==> src/rtl/pdm_decimator.sv <==
// pdm_decimator: second-order CIC decimator turning a 1-bit PDM stream into signed 8-bit PCM.
// Optional macro PDM_DECIM_CLIP_EN adds clip_out, flagging samples altered by saturation.
`default_nettype none

module pdm_decimator #(
    parameter int DECIM = 64,
    parameter int SYNC  = 1
) (
    input  logic              clk_in,
    input  logic              rst_in,
    input  logic              tick_in,
    input  logic              pdm_in,
    output logic signed [7:0] sample_out,
    output logic              sample_valid_out
`ifdef PDM_DECIM_CLIP_EN
    ,
    output logic              clip_out
`endif
);

    localparam int LOG2  = $clog2(DECIM);
    localparam int W     = 2 * LOG2 + 2;
    localparam int SHIFT = 2 * LOG2 - 7;
    localparam logic signed [W:0] C_MAX = (W+1)'(127);
    localparam logic signed [W:0] C_MIN = -(W+1)'(128);

    logic              pdm_s;
    logic [W-1:0]      x_w;
    logic [W-1:0]      i1_q, i1_d, i2_q, i2_d;
    logic [W-1:0]      d1_q, d2_q, c2_q, c1_w;
    logic [LOG2-1:0]   cnt_q;
    logic [1:0]        warm_q;
    logic              dec_q, comb_vld_q, wrap_w;
    logic signed [W:0] ext_w, y_w;
    logic signed [7:0] sat_w, sample_q;
    logic              clip_w, clip_q, valid_q;

    generate
        if (SYNC != 0) begin : g_sync
            logic [1:0] sync_q;
            always_ff @(posedge clk_in) begin
                if (rst_in) sync_q <= 2'b00;
                else        sync_q <= {sync_q[0], pdm_in};
            end
            assign pdm_s = sync_q[1];
        end else begin : g_nosync
            assign pdm_s = pdm_in;
        end
    endgenerate

    // +1 / -1 in W-bit two's complement; integrators wrap freely
    assign x_w    = pdm_s ? W'(1) : {W{1'b1}};
    assign i1_d   = i1_q + x_w;
    assign i2_d   = i2_q + i1_d;
    assign wrap_w = tick_in && (cnt_q == LOG2'(DECIM - 1));
    assign c1_w   = i2_q - d1_q;
    assign ext_w  = $signed({c2_q[W-1], c2_q});

    generate
        if (SHIFT >= 0) begin : g_shr
            assign y_w = ext_w >>> SHIFT;
        end else begin : g_shl
            assign y_w = ext_w <<< (-SHIFT);
        end
    endgenerate

    always_comb begin
        sat_w  = y_w[7:0];
        clip_w = 1'b0;
        if (y_w > C_MAX) begin
            sat_w  = 8'sd127;
            clip_w = 1'b1;
        end else if (y_w < C_MIN) begin
            sat_w  = -8'sd128;
            clip_w = 1'b1;
        end
    end

    always_ff @(posedge clk_in) begin
        if (rst_in) begin
            i1_q       <= '0;
            i2_q       <= '0;
            d1_q       <= '0;
            d2_q       <= '0;
            c2_q       <= '0;
            cnt_q      <= '0;
            warm_q     <= '0;
            dec_q      <= 1'b0;
            comb_vld_q <= 1'b0;
            sample_q   <= '0;
            clip_q     <= 1'b0;
            valid_q    <= 1'b0;
        end else begin
            dec_q      <= 1'b0;
            comb_vld_q <= 1'b0;
            valid_q    <= comb_vld_q;
            clip_q     <= 1'b0;
            if (tick_in) begin
                i1_q  <= i1_d;
                i2_q  <= i2_d;
                cnt_q <= cnt_q + LOG2'(1);
                dec_q <= wrap_w;
            end
            // Comb stage sees I2 including the wrapping tick; first two results are warm-up
            if (dec_q) begin
                d1_q <= i2_q;
                d2_q <= c1_w;
                c2_q <= c1_w - d2_q;
                if (warm_q == 2'd2) comb_vld_q <= 1'b1;
                else                warm_q     <= warm_q + 2'd1;
            end
            if (comb_vld_q) begin
                sample_q <= sat_w;
                clip_q   <= clip_w;
            end
        end
    end

    assign sample_out       = sample_q;
    assign sample_valid_out = valid_q;
`ifdef PDM_DECIM_CLIP_EN
    assign clip_out = clip_q;
`else
    logic unused_clip_w;
    assign unused_clip_w = clip_q;
`endif

endmodule

`default_nettype wire

==> config.mk <==
export PLATFORM = sky130hd
export DESIGN_NAME = pdm_decimator
export DESIGN_NICKNAME = d
export VERILOG_FILES = /design/src/rtl/pdm_decimator.sv
export SDC_FILE = /design/constraint.sdc
export NUM_CORES = 1
export LEC_CHECK = 0
export BUFFER_PORTS_ARGS = -buffer_cell sky130_fd_sc_hd__buf_2
export CORE_ASPECT_RATIO = 0.8
export CORE_MARGIN = 4
export CORE_UTILIZATION = 55
export DETAILED_ROUTE_END_ITERATION = 7
export HOLD_SLACK_MARGIN = 0.03
export MAX_ROUTING_LAYER = met4
export PLACE_DENSITY = 0.77
export SETUP_SLACK_MARGIN = 0.02
export SLEW_MARGIN = 20
export SYNTH_ARGS = -nofsm -noshare
export SYNTH_HDL_FRONTEND = slang
export SYNTH_SLANG_ARGS = --single-unit
==> constraint.sdc <==
create_clock -name clk_in -period 3.65 [get_ports clk_in]
set_input_delay 0 -clock clk_in [delete_from_list [all_inputs] [get_ports clk_in]]
set_output_delay 0 -clock clk_in [all_outputs]
set_load 0.005 [all_outputs]
# ---- After elaboration in Yosys (flattened, before gate mapping)
# Cells that the tools add are included.
dict set report totals {
  reg_bits 91
  input_bits 4
  elab_cells 33
}
dict set report classes {
  add_sub_neg 6
  n_lt_le_gt_ge 2
  n_eq_ne 2
  mux 4
  n_bitwise 3
  reduce_logical 4
}
# cell n
set ops {}
lappend ops {{14-bit adder} 2}
lappend ops {{14-bit subtractor} 2}
lappend ops {{8-bit 2-to-1 mux} 2}
lappend ops {{14-bit 2-to-1 mux} 1}
lappend ops {{9-bit by 8-bit greater-than comparator with 1-bit output, second input constant} 1}
lappend ops {{9-bit by 8-bit < comparator with 1-bit output, second input constant} 1}
lappend ops {{6-bit by 1-bit adder with 6-bit output, second input constant} 1}
lappend ops {{6-bit equality test, second input constant} 1}
lappend ops {{2-bit OR reduction} 2}
lappend ops {{1-bit NOT} 3}
lappend ops {{2-bit by 1-bit adder with 2-bit output, second input constant} 1}
lappend ops {{2-bit equality test, second input constant} 1}
lappend ops {{2-bit AND reduction} 1}
lappend ops {{1-bit logical AND} 1}
lappend ops {{1-bit 2-to-1 mux} 1}

# ---- Depth between registers and ports, before layout
dict set report depth {
  word_depth 3
  depth_mapped 19
}

# ---- Worst setup path before layout
# Ideal clock, no wire load.
dict set report synth_timing {
  kind {flip-flop to flip-flop}
  start {register i2_q[0]}
  end {register c2_q[13]}
  setup_time_ns 0.086
  t_arrival_ns 3.598
  slack_ns -0.034
  stages_incl_launch_ff 19
  path_buffers 0
  synth_period_minus_slack_ns 3.684
  path_cell_list {dfxtp_1 inv_1 ha_1 fa_1 nor2b_1 o21ai_0 a21boi_0 o21a_1 o21a_1 nor2_1 ha_1 nand2_1 o21ai_0 a211oi_1 a21oi_1 a221oi_1 xnor2_1 xnor2_1 a211oi_1}
}
dict set report synth_via {
  elab_chain_len 2
}
# item line
set synth_lines {}
lappend synth_lines {{start: declaration} 29} ;# logic [W-1:0] i1_q, i1_d, i2_q, i2_d;
lappend synth_lines {{start signal: assignment} 100} ;# i2_q <= i2_d;
lappend synth_lines {{14-bit subtractor} 56} ;# assign c1_w = i2_q - d1_q;
lappend synth_lines {{via c1_w[6]} 30} ;# logic [W-1:0] d1_q, d2_q, c2_q, c1_w;
lappend synth_lines {{14-bit subtractor} 108} ;# c2_q <= c1_w - d2_q;
lappend synth_lines {{end signal: assignment} 108}
lappend synth_lines {{end: declaration} 30}
# The timed path passes the listed nets, and every way through them passes these cells.
# A chain may end at the register's enable or synchronous reset.

# ---- Worst setup path in the final report
dict set report layout_timing {
  start {register g_sync.sync_q[1]}
  end {register i2_q[13]}
}
dict set report layout_via {
  elab_chain_len 3
}
# item line
set layout_lines {}
lappend layout_lines {{start: declaration} 40} ;# logic [1:0] sync_q;
lappend layout_lines {{start signal: assignment} 43} ;# else sync_q <= {sync_q[0], pdm_in};
lappend layout_lines {{14-bit 2-to-1 mux} 52} ;# assign x_w = pdm_s ? W'(1) : {W{1'b1}};
lappend layout_lines {{14-bit adder} 53} ;# assign i1_d = i1_q + x_w;
lappend layout_lines {{via i1_d[12]} 29}
lappend layout_lines {{14-bit adder} 54} ;# assign i2_d = i2_q + i1_d;
# The timed path passes the listed nets, and every way through them passes these cells.

==> metrics.txt <==
clock latency on the worst-skew pair=0.34 ns; Fmax achieved=0.284 GHz; DP Worst Slack=-0.0660 ns; setup ws final=0.129 ns; Synth Net Count=656; TritonCTS clock tree=yes; Post-route DRC=0; first-pass GRT wire length=17600 um; Net Sw Frac=0.430; combinational power share=0.671; Setup crit start=g_sync.sync_q[1]; Total Power=6.11 mW; min Tclk post-route=3.52 ns; Std-Cell Rows=31; detailed-route via count=4075; DR iter-0 viols=234; critical setup path kind=reg2reg; Cells after Synth=596; total CTS buffers=9; Top Family by Delay on Critical Path=compound AO/OA/AOI/OAI gates; final period utilization=0.965; Clock Root Buffer=clkbuf_16; EDFF count, synth=0; critical path launch point type=flip-flop; FF-to-FF setup slack=0.13 ns; run status=finished clean; Fin Setup TNS=0 ns; global route overflow=0; HP Class=in2reg; CP max-delay cell=fa_2; Post-Route Skew=0.00770 ns; Worst Reg-to-Reg Cells=15; crit path DAT=3.76 ns; Detailed Place HPWL=7380 um; Final Instance Area=5850 um^2; Slew Viols, Final=0; Power Density=1040 nW/um^2; Final Hold Viols=0; Flop pwr share=0.188; instance count on the critical path=15; Net Sw Power=2.63 mW; vias in the first global route=3849; worst slew pin tran=0.741 ns; Core Area=9110 um^2; Unique masters post-synth=49; cell-internal power=3.48 mW; register area share after synthesis=0.332; Syn Std Cell Area=5180 um^2; post-route ant nets=0; sequence of cells on the critical path=inv_2 > fa_2 > a21o_1 > a21oi_2 > o21bai_1 > a31o_1 > a221o_1 > a31o_1 > xor2_1 > ha_1 > nand2_2 > o31ai_4 > xnor2_2 > a21oi_1 > a31o_2; H-tree levels=3; via-per-instance ratio=5.48; Layout area overhead=13.0%; WL/cell=14.0 um; ranking of synthesized cells by area=dfxtp_1, ha_1, mux2i_1, nor2_1, xnor2_1; clock share of power=0.141; crit path capture=i2_q[13]; RR Endpoint=i2_q[13]; Clk pin slew, worst setup/hold paths=0.07 ns; antenna violations before repair=0; most frequent CP cell=a31o_1; share of layout cells above drive strength 1=0.119; Pleak=2.42 nW; register bit total from synthesis=86; Max VDD drop=446 uV; CP required=3.89 ns; Yosys top cell area share=0.332; RSZ-0062 raised after global routing=true; largest net degree at the start of global routing=65; Critical Path Sink Type=flip-flop; clk sink count=86; final wirelength=10400 um; Chip Width=117 um; Initial Util=0.568; Syn. warnings=0; GP Congestion=0.860; buffers from clock root to sink, at most=2; drt pass-1 iters=4; Placed Area=5420 um^2; Port Buf Inserts=12; Total GRT Usage=0.201; Diodes inserted=0; # setup viols final=0; largest stage delay on the critical path=0.39 ns; worst path buffer plus inverter count=1; worst reg2reg startpoint=g_sync.sync_q[1]; Die Ht=94.8 um; Max-slew headroom=0.506; Primary FF master, synth=dfxtp_1; Post-synth ARST share=0; syn_area_per_cell=8.69 um^2; Crit Path Max Fanout=4; full die area=11000 um^2; Maximum Capacitance Violations=0; Ports=13; # nets final=683; post-synth top area cell=dfxtp_1
[sequential cells by signal (all words and copies together), names as in the netlist]
signal	cells
c2_q	9
cnt_q	6
comb_vld_q	1
d1_q	14
d2_q	14
dec_q	1
g_sync.sync_q	2
i1_q	14
i2_q	14
sample_out	8
sample_valid_out	1
warm_q	2
[worst reg2reg max path, delay by kind of cell, from the launching register on]
family	cells	cell delay, ns
buffers and inverters	1	0.07
AOI/OAI and AO/OA	9	1.85
xor gates and xnor gates	2	0.33
adders and majority gates	2	0.74
DFF	1	0.35
and+or+nand+nor	1	0.08
[synth_stat cells, drive strengths merged, types with 3 or more instances]
cell and count:
buf 3, a31oi 5, o21ai 31, or3 3
and3 7, o21bai 3, ha 53, nor2 98
clkbuf 18, nand2 30, mux2i 48, nor3 10
a211oi 11, nand3 6, inv 38, o21a 10
nor2b 8, o31ai 3, nand2b 5, a21o 17
a311oi 8, nand4 3, a31o 3, dfxtp 86
a21oi 22, xor2 16, xnor2 28, fa 3
[final cells by class]
class	instances	area (um^2)
sequential	86	1720
inverter	38	143
fill	745	3260
tap	115	144
timing repair buffer	37	250
clock buffer	9	225
clock inverter	7	56.3
multi-input combinational	451	3310
[routing by layer]
metal	part of all wire	global-route usage
met5	0	-
met4	0.0095	0.0522
met3	0.035	0.0416
met2	0.47	0.318
met1	0.49	0.263
[cells by family after synthesis]
logic type / share of synthesized area
mux: 0.0928
fa+ha+maj: 0.140
compound gates: 0.170
xor+xnor: 0.0744
flops: 0.332
buf+inv: 0.0428
simple gates: 0.148
[power by group through the flow]
stage                     Combinational (mW)  Sequential [mW]  Clock [mW]
after global placement                  3.46             1.17           0
after floorplan                         2.91             1.15           0
after CTS                               3.79             1.15       0.888
final                                   4.10             1.15       0.864
after detailed placement                3.61             1.17           0
after global routing                    4.56             1.16       0.931
[what timing repair did]
action	4_1_cts	5_1_grt
gates resized for setup	8	14
hold endpoints to repair	1	0
buffers inserted	1	8
hold buffers	1	0
pin swaps	3	21
setup endpoints to repair	3	7
[how the worst min path moves through the flow]
| stage | slack, ns | to | from | cells after the start |
|---|---|---|---|---|
| 2_1_floorplan | 0.13 | g_sync.sync_q[0] | pdm_in | 1 |
| 3_3_place_gp | 0.22 | g_sync.sync_q[0] | pdm_in | 2 |
| 3_5_place_dp | 0.23 | g_sync.sync_q[0] | pdm_in | 2 |
| 4_1_cts | 0.08 | i1_q[9] | rst_in | 2 |
| 5_1_grt | 0.09 | i1_q[9] | rst_in | 2 |
| 6_report | 0.08 | cnt_q[4] | rst_in | 2 |
[layout by cell type (no fill, tap or decap), types with 3 or more instances in the layout]
| cell | instances |
|---|---|
| o21a_1 | 10 |
| a21oi_2 | 3 |
| inv_6 | 3 |
| xnor2_1 | 27 |
| nand2b_1 | 5 |
| a211oi_1 | 10 |
| a21o_1 | 17 |
| a21oi_1 | 19 |
| clkbuf_16 | 9 |
| nor2b_1 | 8 |
| or3_1 | 3 |
| xor2_1 | 15 |
| nand2_1 | 29 |
| nand3_1 | 6 |
| o21ai_0 | 27 |
| and3_1 | 6 |
| nor3_1 | 10 |
| buf_2 | 12 |
| a311oi_1 | 8 |
| dfxtp_1 | 84 |
| ha_1 | 51 |
| o21bai_1 | 3 |
| mux2i_1 | 48 |
| nor2_1 | 98 |
| o21ai_1 | 4 |
| buf_4 | 24 |
| inv_1 | 37 |
| nand4_1 | 3 |
| a31oi_1 | 4 |
[through the flow]
step,instances,hold slack (ns),utilization
floorplan,596,0.128,-
global route,743,0.0950,0.642
CTS,735,0.0798,0.631
global placement,717,0.225,0.595
finish,743,0.0814,0.642
detailed placement,717,0.230,0.595
Power figures use the tool's default switching activity.
